**src/rtl/vecsum_reduce.sv**
```systemverilog
// vecsum_reduce: pipelined signed adder tree reducing LANES products to one
// saturated dot-product score per key word, with valid/ready flow control and
// a word-index counter over the sentence.
// Optional feature macro: VECSUM_REDUCE_MAX_EN adds a running per-sentence
// maximum score (out_max) and its word index (out_max_idx).
module vecsum_reduce #(
    parameter int unsigned LANES     = 64,
    parameter int unsigned DWIDTH    = 16,
    parameter int unsigned SHIFT     = 0,
    parameter int unsigned NUM_WORDS = 32
) (
    input  logic                         clk,
    input  logic                         reset,
    input  logic                         clear,
    input  logic                         in_valid,
    output logic                         in_ready,
    input  logic [LANES*DWIDTH-1:0]      prod,
    output logic                         out_valid,
    input  logic                         out_ready,
    output logic [DWIDTH-1:0]            out_score,
    output logic                         out_sat,
    output logic [$clog2(NUM_WORDS)-1:0] out_idx,
    output logic                         out_last
`ifdef VECSUM_REDUCE_MAX_EN
    ,
    output logic [DWIDTH-1:0]            out_max,
    output logic [$clog2(NUM_WORDS)-1:0] out_max_idx
`endif
);

    localparam int unsigned L  = $clog2(LANES);
    localparam int unsigned SW = DWIDTH + L;
    localparam int unsigned IW = $clog2(NUM_WORDS);

    localparam logic signed [SW-1:0] SMAX    = SW'((2 ** (DWIDTH - 1)) - 1);
    localparam logic signed [SW-1:0] SMIN    = ~SMAX;
    localparam logic [DWIDTH-1:0]    POS_SAT = {1'b0, {(DWIDTH-1){1'b1}}};
    localparam logic [DWIDTH-1:0]    NEG_SAT = {1'b1, {(DWIDTH-1){1'b0}}};
    localparam logic [IW-1:0]        LAST_IDX = IW'(NUM_WORDS - 1);

    logic en;
    logic out_hs;
    logic signed [DWIDTH-1:0] lane [LANES];

    logic                     out_valid_q, out_valid_d;
    logic [DWIDTH-1:0]        score_q, score_d;
    logic                     sat_q, sat_d;
    logic [IW-1:0]            idx_q, idx_d;

    logic signed [SW-2:0]     fin_src [2];
    logic                     fin_vld;
    logic signed [SW-1:0]     sum_full;
    logic signed [SW-1:0]     shifted;

    // Global advance: the whole pipe moves unless a held output is blocked.
    always_comb begin
        en       = !out_valid_q | out_ready;
        in_ready = en & !clear;
        out_hs   = out_valid_q & out_ready;
    end

    // Unpack the lane products.
    always_comb begin
        for (int i = 0; i < LANES; i++) begin
            lane[i] = $signed(prod[i*DWIDTH +: DWIDTH]);
        end
    end

    // Tree levels 1..L-1, each one bit wider than its source, one register each.
    for (genvar k = 1; k < L; k++) begin : g_lvl
        localparam int unsigned N = LANES >> k;
        localparam int unsigned W = DWIDTH + k;

        logic signed [W-2:0] src [2*N];
        logic                src_vld;
        logic signed [W-1:0] sum_d [N];
        logic signed [W-1:0] sum_q [N];
        logic                vld_d, vld_q;

        if (k == 1) begin : g_src
            // First level reads the accepted input vector.
            always_comb begin
                src     = lane;
                src_vld = in_valid & in_ready;
            end
        end else begin : g_src
            // Deeper levels read the previous level's registers.
            always_comb begin
                src     = g_lvl[k-1].sum_q;
                src_vld = g_lvl[k-1].vld_q;
            end
        end

        // Pairwise sums with sign extension; data only moves with a valid.
        always_comb begin
            vld_d = vld_q;
            sum_d = sum_q;
            if (clear) begin
                vld_d = 1'b0;
            end else if (en) begin
                vld_d = src_vld;
                if (src_vld) begin
                    for (int j = 0; j < N; j++) begin
                        sum_d[j] = W'(src[2*j]) + W'(src[2*j+1]);
                    end
                end
            end
        end

        // Level register.
        always_ff @(posedge clk or negedge reset) begin
            if (!reset) begin
                vld_q <= 1'b0;
                for (int j = 0; j < N; j++) begin
                    sum_q[j] <= '0;
                end
            end else begin
                vld_q <= vld_d;
                sum_q <= sum_d;
            end
        end
    end

    if (L == 1) begin : g_fin
        // Two lanes: the final adder reads the input directly.
        always_comb begin
            fin_src = lane;
            fin_vld = in_valid & in_ready;
        end
    end else begin : g_fin
        // Final adder reads the last tree level.
        always_comb begin
            fin_src = g_lvl[L-1].sum_q;
            fin_vld = g_lvl[L-1].vld_q;
        end
    end

    // Final sum, scaling shift, saturation and output-stage next state.
    always_comb begin
        sum_full    = SW'(fin_src[0]) + SW'(fin_src[1]);
        shifted     = sum_full >>> SHIFT;
        out_valid_d = out_valid_q;
        score_d     = score_q;
        sat_d       = sat_q;
        if (clear) begin
            out_valid_d = 1'b0;
        end else if (en) begin
            out_valid_d = fin_vld;
            if (fin_vld) begin
                if (shifted > SMAX) begin
                    score_d = POS_SAT;
                    sat_d   = 1'b1;
                end else if (shifted < SMIN) begin
                    score_d = NEG_SAT;
                    sat_d   = 1'b1;
                end else begin
                    score_d = shifted[DWIDTH-1:0];
                    sat_d   = 1'b0;
                end
            end
        end
    end

    // Word index advances on each consumed score and wraps at the sentence end.
    always_comb begin
        idx_d = idx_q;
        if (clear) begin
            idx_d = '0;
        end else if (out_hs) begin
            idx_d = (idx_q == LAST_IDX) ? '0 : idx_q + IW'(1);
        end
    end

    // Output stage and word counter registers.
    always_ff @(posedge clk or negedge reset) begin
        if (!reset) begin
            out_valid_q <= 1'b0;
            score_q     <= '0;
            sat_q       <= 1'b0;
            idx_q       <= '0;
        end else begin
            out_valid_q <= out_valid_d;
            score_q     <= score_d;
            sat_q       <= sat_d;
            idx_q       <= idx_d;
        end
    end

    assign out_valid = out_valid_q;
    assign out_score = score_q;
    assign out_sat   = sat_q;
    assign out_idx   = idx_q;
    assign out_last  = out_valid_q & (idx_q == LAST_IDX);

`ifdef VECSUM_REDUCE_MAX_EN
    logic [DWIDTH-1:0] max_q, max_d;
    logic [IW-1:0]     max_idx_q, max_idx_d;

    // Running maximum over the sentence; first occurrence wins, idx 0 re-seeds.
    always_comb begin
        max_d     = max_q;
        max_idx_d = max_idx_q;
        if (clear) begin
            max_d     = NEG_SAT;
            max_idx_d = '0;
        end else if (out_hs) begin
            if (idx_q == '0) begin
                max_d     = score_q;
                max_idx_d = '0;
            end else if ($signed(score_q) > $signed(max_q)) begin
                max_d     = score_q;
                max_idx_d = idx_q;
            end
        end
    end

    // Running maximum registers.
    always_ff @(posedge clk or negedge reset) begin
        if (!reset) begin
            max_q     <= NEG_SAT;
            max_idx_q <= '0;
        end else begin
            max_q     <= max_d;
            max_idx_q <= max_idx_d;
        end
    end

    assign out_max     = max_q;
    assign out_max_idx = max_idx_q;
`endif

endmodule

```
**config.mk**
```make
export PLATFORM = sky130hd
export DESIGN_NAME = vecsum_reduce
export DESIGN_NICKNAME = d
export VERILOG_FILES = /design/src/rtl/vecsum_reduce.sv
export SDC_FILE = /design/constraint.sdc
export NUM_CORES = 2
export LEC_CHECK = 0
export CORE_ASPECT_RATIO = 0.6
export CORE_MARGIN = 4
export CORE_UTILIZATION = 28
export DETAILED_ROUTE_END_ITERATION = 10
export GPL_TIMING_DRIVEN = 0
export HOLD_SLACK_MARGIN = 0.03
export SLEW_MARGIN = 20
export SYNTH_ARGS = -nofsm -noshare
export SYNTH_HDL_FRONTEND = slang
export SYNTH_SLANG_ARGS = --single-unit
```
**constraint.sdc**
```tcl
create_clock -name clk -period 2.8 [get_ports clk]
set_input_delay 0.56 -clock clk [delete_from_list [all_inputs] [get_ports clk]]
set_output_delay 0.56 -clock clk [all_outputs]
set_load 0.01 [all_outputs]
```
# == After elaboration in Yosys (flattened, before gate mapping) ==
# Cells that the tools add are included.
# word_totals
output_inout_bits,25
regBits,1134
word_cells,173
input_bits,1029
# op_classes
addsub,64
order_cmp,2
n_bitwise,6
n_eq_ne,1
n_mux,19
reduce_logical,10
# ops
op,count
adder 16 x 16 -> 17 bit,32
adder 17 x 17 -> 18 bit,16
adder 18 x 18 -> 19 bit,8
adder 19 x 19 -> 20 bit,4
adder 20 x 20 -> 21 bit,2
two-way mux 16 bit,2
adder 21 x 21 -> 22 bit,1
> comparator 22 x 16 -> 1 bit (second input constant),1
less-than comparator 22 x 16 -> 1 bit (second input constant),1
AND reduction 3 bit,6
two-way mux 5 bit,3
two-way mux 1 bit,14
adder 5 x 1 -> 5 bit (second input constant),1
equality test 5 bit (second input constant),1
AND 1 bit,4
nonzero test 2 bit,2
logical NOT 1 bit,2
inverter 1 bit,1
bitwise OR 1 bit,1

# == Longest topological paths before layout ==
# depth
word_depth,6
mapped_depth,13
ltp_nobuf,12

# == Worst setup path after synthesis ==
# No wires, ideal clock.
# synth_timing
kind,reg2reg
start,"reg g_lvl[5].sum_q, in the netlist fin_src[16]"
end,"reg score_q[10], in the netlist out_score[10]"
stages_incl_launch_ff,12
t_required_ps,2677
arrival_ps,2848
setup_ps,123
n_path_buf,2
synth_period_minus_slack_ps,2971
path_slack_ps,-171
path_cell_list,dfrtp_1 ha_1 buf_6 and3_4 a221o_1 and2_4 or4_4 a221oi_2 a31oi_1 nand2b_4 buf_6 o221a_1
# synth_between
elab_chain_cells,4
word_cells_on_any_way,5
cone_classes,add/sub: 1; order compare: 2; mux: 2
# synth_rtl
item,line,text
from (decl),77,logic signed [W-1:0] sum_q [N];
from (signal assigned),119,sum_q <= sum_d;
adder 21 x 21 -> 22 bit (*),140,sum_full = SW'(fin_src[0]) + SW'(fin_src[1]);
less-than comparator 22 x 16 -> 1 bit,153,end else if (shifted < SMIN) begin
two-way mux 16 bit,153,
two-way mux 16 bit (*),150,if (shifted > SMAX) begin
to (signal assigned),183,score_q <= score_d;
to (decl),46,"logic [DWIDTH-1:0] score_q, score_d;"
# Every way passes the cells marked *; elsewhere a longest branch is shown, timed or not.
# A chain may end at the register's enable or synchronous reset.

# == Worst setup path in the final report ==
# layout_timing
start,"reg g_lvl[5].sum_q, in the netlist fin_src[12]"
end,"reg score_q[1], in the netlist out_score[1]"
# The elaborated chain is that of the path after synthesis.

==> metrics.md <==
| Metric | Value |
|---|---|
| Setup TNS | `-5.09 ns` |
| Main combinational cell family by area after synthesis | `compound AO/OA/AOI/OAI gates` |
| Via-per-instance ratio | `roughly 5.3` |
| GP Congestion | `just under 1` |
| Total global routing overflow | `0` |
| Slew Viols, Final | `0` |
| Synth area leader | `dfrtp_1` |
| Max_cap viols | `0` |
| Root Driver | `clkbuf_16` |
| Global-route wire length before repair | `541000 um` |
| RSZ-0062 raised after global routing | `yes` |
| Final #Nets | `13500` |
| Clock slew at reported path FFs | `about 0.060 ns` |
| Num rows | `156` |
| Worst slew margin | `0.383` |
| DR iter-0 viols | `between 7000 and 8000` |
| CP Capture Type | `flip-flop` |
| Initial Util | `0.283` |
| Width of the die | `722 um` |
| DP Wirelength | `a little over 300000 um` |
| Crit-path max cell delay | `around 0.46 ns` |
| Area delta synth->final | `31.5%` |
| Post-synth top area share | `0.332` |
| CTS tree | `yes` |
| Status | `finished, violations left` |
| Worst skew pair latency | `around 0.83 ns` |
| Clk buf depth | `4` |
| Die area | `315000 um^2` |
| CP max FO | `6` |
| Distinct cell type count after synthesis | `76` |
| Number of global-route vias before repair | `76900` |
| Syn Area/Cell | `8.60 um^2` |
| Leakage Power | `about 51 nW` |
| EDFF count, synth | `0` |
| Die extent in y | `between 400 and 500 um` |
| DRC violation count after routing | `0` |
| Mapped Area | `85600 um^2` |
| Fin. Hold Viols | `0` |
| Top Ports | `~1100` |
| Share of layout cells above drive strength 1 | `0.108` |
| Critical path launch point type | `flip-flop` |
| Adder-cell share of the synthesized area | `0.171` |
| Ys Warns | `0` |
| Final ANT Viol Nets | `0` |
| XOR/XNOR Fraction of Synth Area | `0.0670` |
| Tightest Pin Transition | `approximately 0.92 ns` |
| Pin count of the biggest net entering global routing | `between 100 and 150` |
| Final instance area | `~110000 um^2` |
| Core Box Area | `approximately 300000 um^2` |
| CTS sink count | `between 1000 and 1500` |
| Crit path kind | `flip-flop to flip-flop` |
| Hold/Removal Path Class | `primary input to flip-flop` |
| H-Tree Level Count | `4` |
| Initial antenna violation count | `90` |
| Worst Slack Setup Final | `-0.336 ns` |
| Wirelength per Cell | `about 25 um` |
| Final setup violation count | `23` |
| Post-synthesis simple-gate area fraction | `0.172` |
| Port bufs | `roughly 1100` |
| Cell count after synthesis | `~9900` |
| Compound-Gate Fraction of Synth Area | `0.221` |
| Crit path max-delay cell type | `dfrtp_2` |
| Fillers | `between 30000 and 40000` |
| Period utilisation layout | `1.12` |
| DRT Pass-1 Iters | `6` |
| Crit path cell chain | `ha_4, a21o_1, a21o_1, a221oi_4, buf_6, and2_4, a311oi_4, nor4_2, nand4_1, buf_6, a21oi_2, o22a_1` |
| Skew final | `between 0.09 and 0.1 ns` |
| Synthesized net count | `about 12000` |
| Ys async rst share | `1.00` |
| Dpl cell area | `just over 100000 um^2` |
| Maximum vdd drop | `around 460 uV` |
| Synth area leaders | `dfrtp_1 33%, ha_1 16%, o21ai_0 7.3%, nand2_1 6.4%, xor2_1 3.5%` |
| Fin crit period | `3.14 ns` |
| Synth Register Bits | `roughly 1100` |
| WHS Path Cells | `2` |
| Multi-input logic area | `between 50000 and 60000 um^2` |
| P per Cell Area | `861 nW/um^2` |
| Inserted Clock Buffers | `between 100 and 150` |
| Post-Route WL | `between 300000 and 400000 um` |
| Tot GR Track Use | `0.233` |
| Data required time at the worst endpoint | `between 3 and 4 ns` |
| Worst-case reg-to-reg path depth | `12` |
| Vias | `a little over 80000` |
| Fmax | `between 300 and 400 MHz` |
| Seq/Total Area, Yosys | `0.332` |
| Post-synthesis mux area share | `0.00540` |
| Violations in the final reports | `negative setup slack` |
| Synth Flop Type | `dfrtp_1` |
| Reg area | `about 28000 um^2` |
| Final Util | `0.372` |
| WP data arrival | `3.81 ns` |
sequential cells by signal, indices dropped and copies added, names as in the netlist:
register	cells
fin_vld	1
out_idx	5
out_valid	1
fin_src	42
out_score	16
g_lvl.vld_q	4
out_sat	1
g_lvl.sum_q	1064
layout by cell type (no fill, tap or decap), drive strengths merged, types with 35 or more instances in the layout:
cell	Yosys	layout
xor2	344	344
a21o	188	188
nor2b	94	94
diode	0	35
nor3b	80	80
o21ai	1246	1246
ha	1067	1067
xnor2	311	311
nand2	1448	1448
o21bai	62	62
inv	449	456
clkdlybuf4s50	0	1043
o211ai	67	67
nand2b	136	136
nand3	255	256
o41ai	60	60
a41oi	37	37
a31oi	95	95
and3	108	108
fa	63	63
or3	94	94
o21a	112	112
a21oi	548	548
and2	51	51
nor2	581	581
buf	23	267
o2111ai	44	44
dfrtp	1134	1134
nor3	227	227
a21boi	52	52
a211o	49	49
a211oi	124	124
clkbuf	253	418
o31ai	158	158
cell families (layout without fill, tap and decap cells):
kind of cell,after synthesis,in the layout
XOR/XNOR,655,655
multiplexers,44,44
other,0,35
AND/OR/NAND/NOR,3206,3207
flip-flops,1134,1134
AO/OA/AOI/OAI,3052,3052
buffers and inverters,725,2248
adder cells (fa/ha/maj),1130,1130
repair_timing:
item,in CTS,in global routing
hold buffers,1,0
pin swaps,136,268
setup buffers,96,87
endpoints found under the hold margin,75,0
resized for setup,516,458
setup endpoints to repair,1124,596
cloned,2,1
final timing paths:
path                                         start                               to  slack (ns)
setup / recovery           fin_src[12]$_DFFE_PN0P_         out_score[1]$_DFFE_PN0P_       -0.34
hold / removal                               clear           out_idx[0]$_DFFE_PN0P_        0.27
setup reg to reg           fin_src[12]$_DFFE_PN0P_         out_score[1]$_DFFE_PN0P_       -0.34
hold reg to reg                fin_vld$_DFFE_PN0P_              fin_vld$_DFFE_PN0P_        0.47
max in group asynchronous                    reset  g_lvl[2].sum_q[120]$_DFFE_PN0P_        0.42
min in group asynchronous                    reset           out_idx[3]$_DFFE_PN0P_        0.33
worst max-delay path: cells and delay by family (launching register included):
| kind | cells | cell delay (ns) |
|---|---|---|
| adder cells (fa/ha/maj) | 1 | 0.29 |
| flip-flops | 1 | 0.46 |
| AND/OR/NAND/NOR | 3 | 0.69 |
| AO/OA/AOI/OAI | 6 | 1.24 |
| buffers and inverters | 2 | 0.34 |
power by group:
| group | leakage [nW] | internal [mW] | switching [mW] |
|---|---|---|---|
| clock network | 2.37 | 12.0 | 8.09 |
| logic | 34.1 | 21.2 | 28.5 |
| registers | 14.2 | 21.8 | 5.29 |
cell usage after synthesis, drive strengths merged (51+ instances only):
cell    number
fa          63
nor2       581
o31ai      158
nor3b       80
o21bai      62
a21o       188
or3         94
a31oi       95
o41ai       60
clkbuf     253
nor3       227
xnor2      311
a21boi      52
o211ai      67
ha        1067
o21a       112
xor2       344
inv        449
nand2     1448
o21ai     1246
and2        51
a21oi      548
nand3      255
nor2b       94
nand2b     136
and3       108
dfrtp     1134
a211oi     124
metal layers:
layer / vias to the layer above / global-route usage / share of wire
li1: 38800 / - / -
met1: 39800 / 0.339 / 0.47
met2: 2936 / 0.345 / 0.42
met3: 475 / 0.0508 / 0.080
met4: 22 / 0.0604 / 0.029
met5: - / 0 / 0.00039
metrics by stage:
| step | total power, mW | hold WS [ns] | cells | worst slack, ns |
|---|---|---|---|---|
| CTS | 93.9 | 0.280 | 15400 | -0.325 |
| global route | 103 | 0.232 | 15500 | -0.412 |
| floorplan | 54.6 | 0.264 | 9946 | -0.161 |
| global placement | 70.0 | 0.457 | 15000 | -54.81 |
| detailed placement | 70.7 | 0.461 | 15100 | -2.96 |
| finish | 96.9 | 0.267 | 15500 | -0.336 |
cell type report:
| type | count | area share |
|---|---|---|
| diodes | 35 | 0.000778 |
| plain buffers | 271 | 0.0141 |
| clock buffers | 174 | 0.0341 |
| clock inverters | 61 | 0.00897 |
| inverters | 449 | 0.0150 |
| multi-input cells | 8088 | 0.511 |
| flip-flops and latches | 1134 | 0.252 |
| well taps | 4029 | 0.0448 |
| repair buffers | 1293 | 0.119 |
Note: power is estimated with default switching activity, not from simulation.
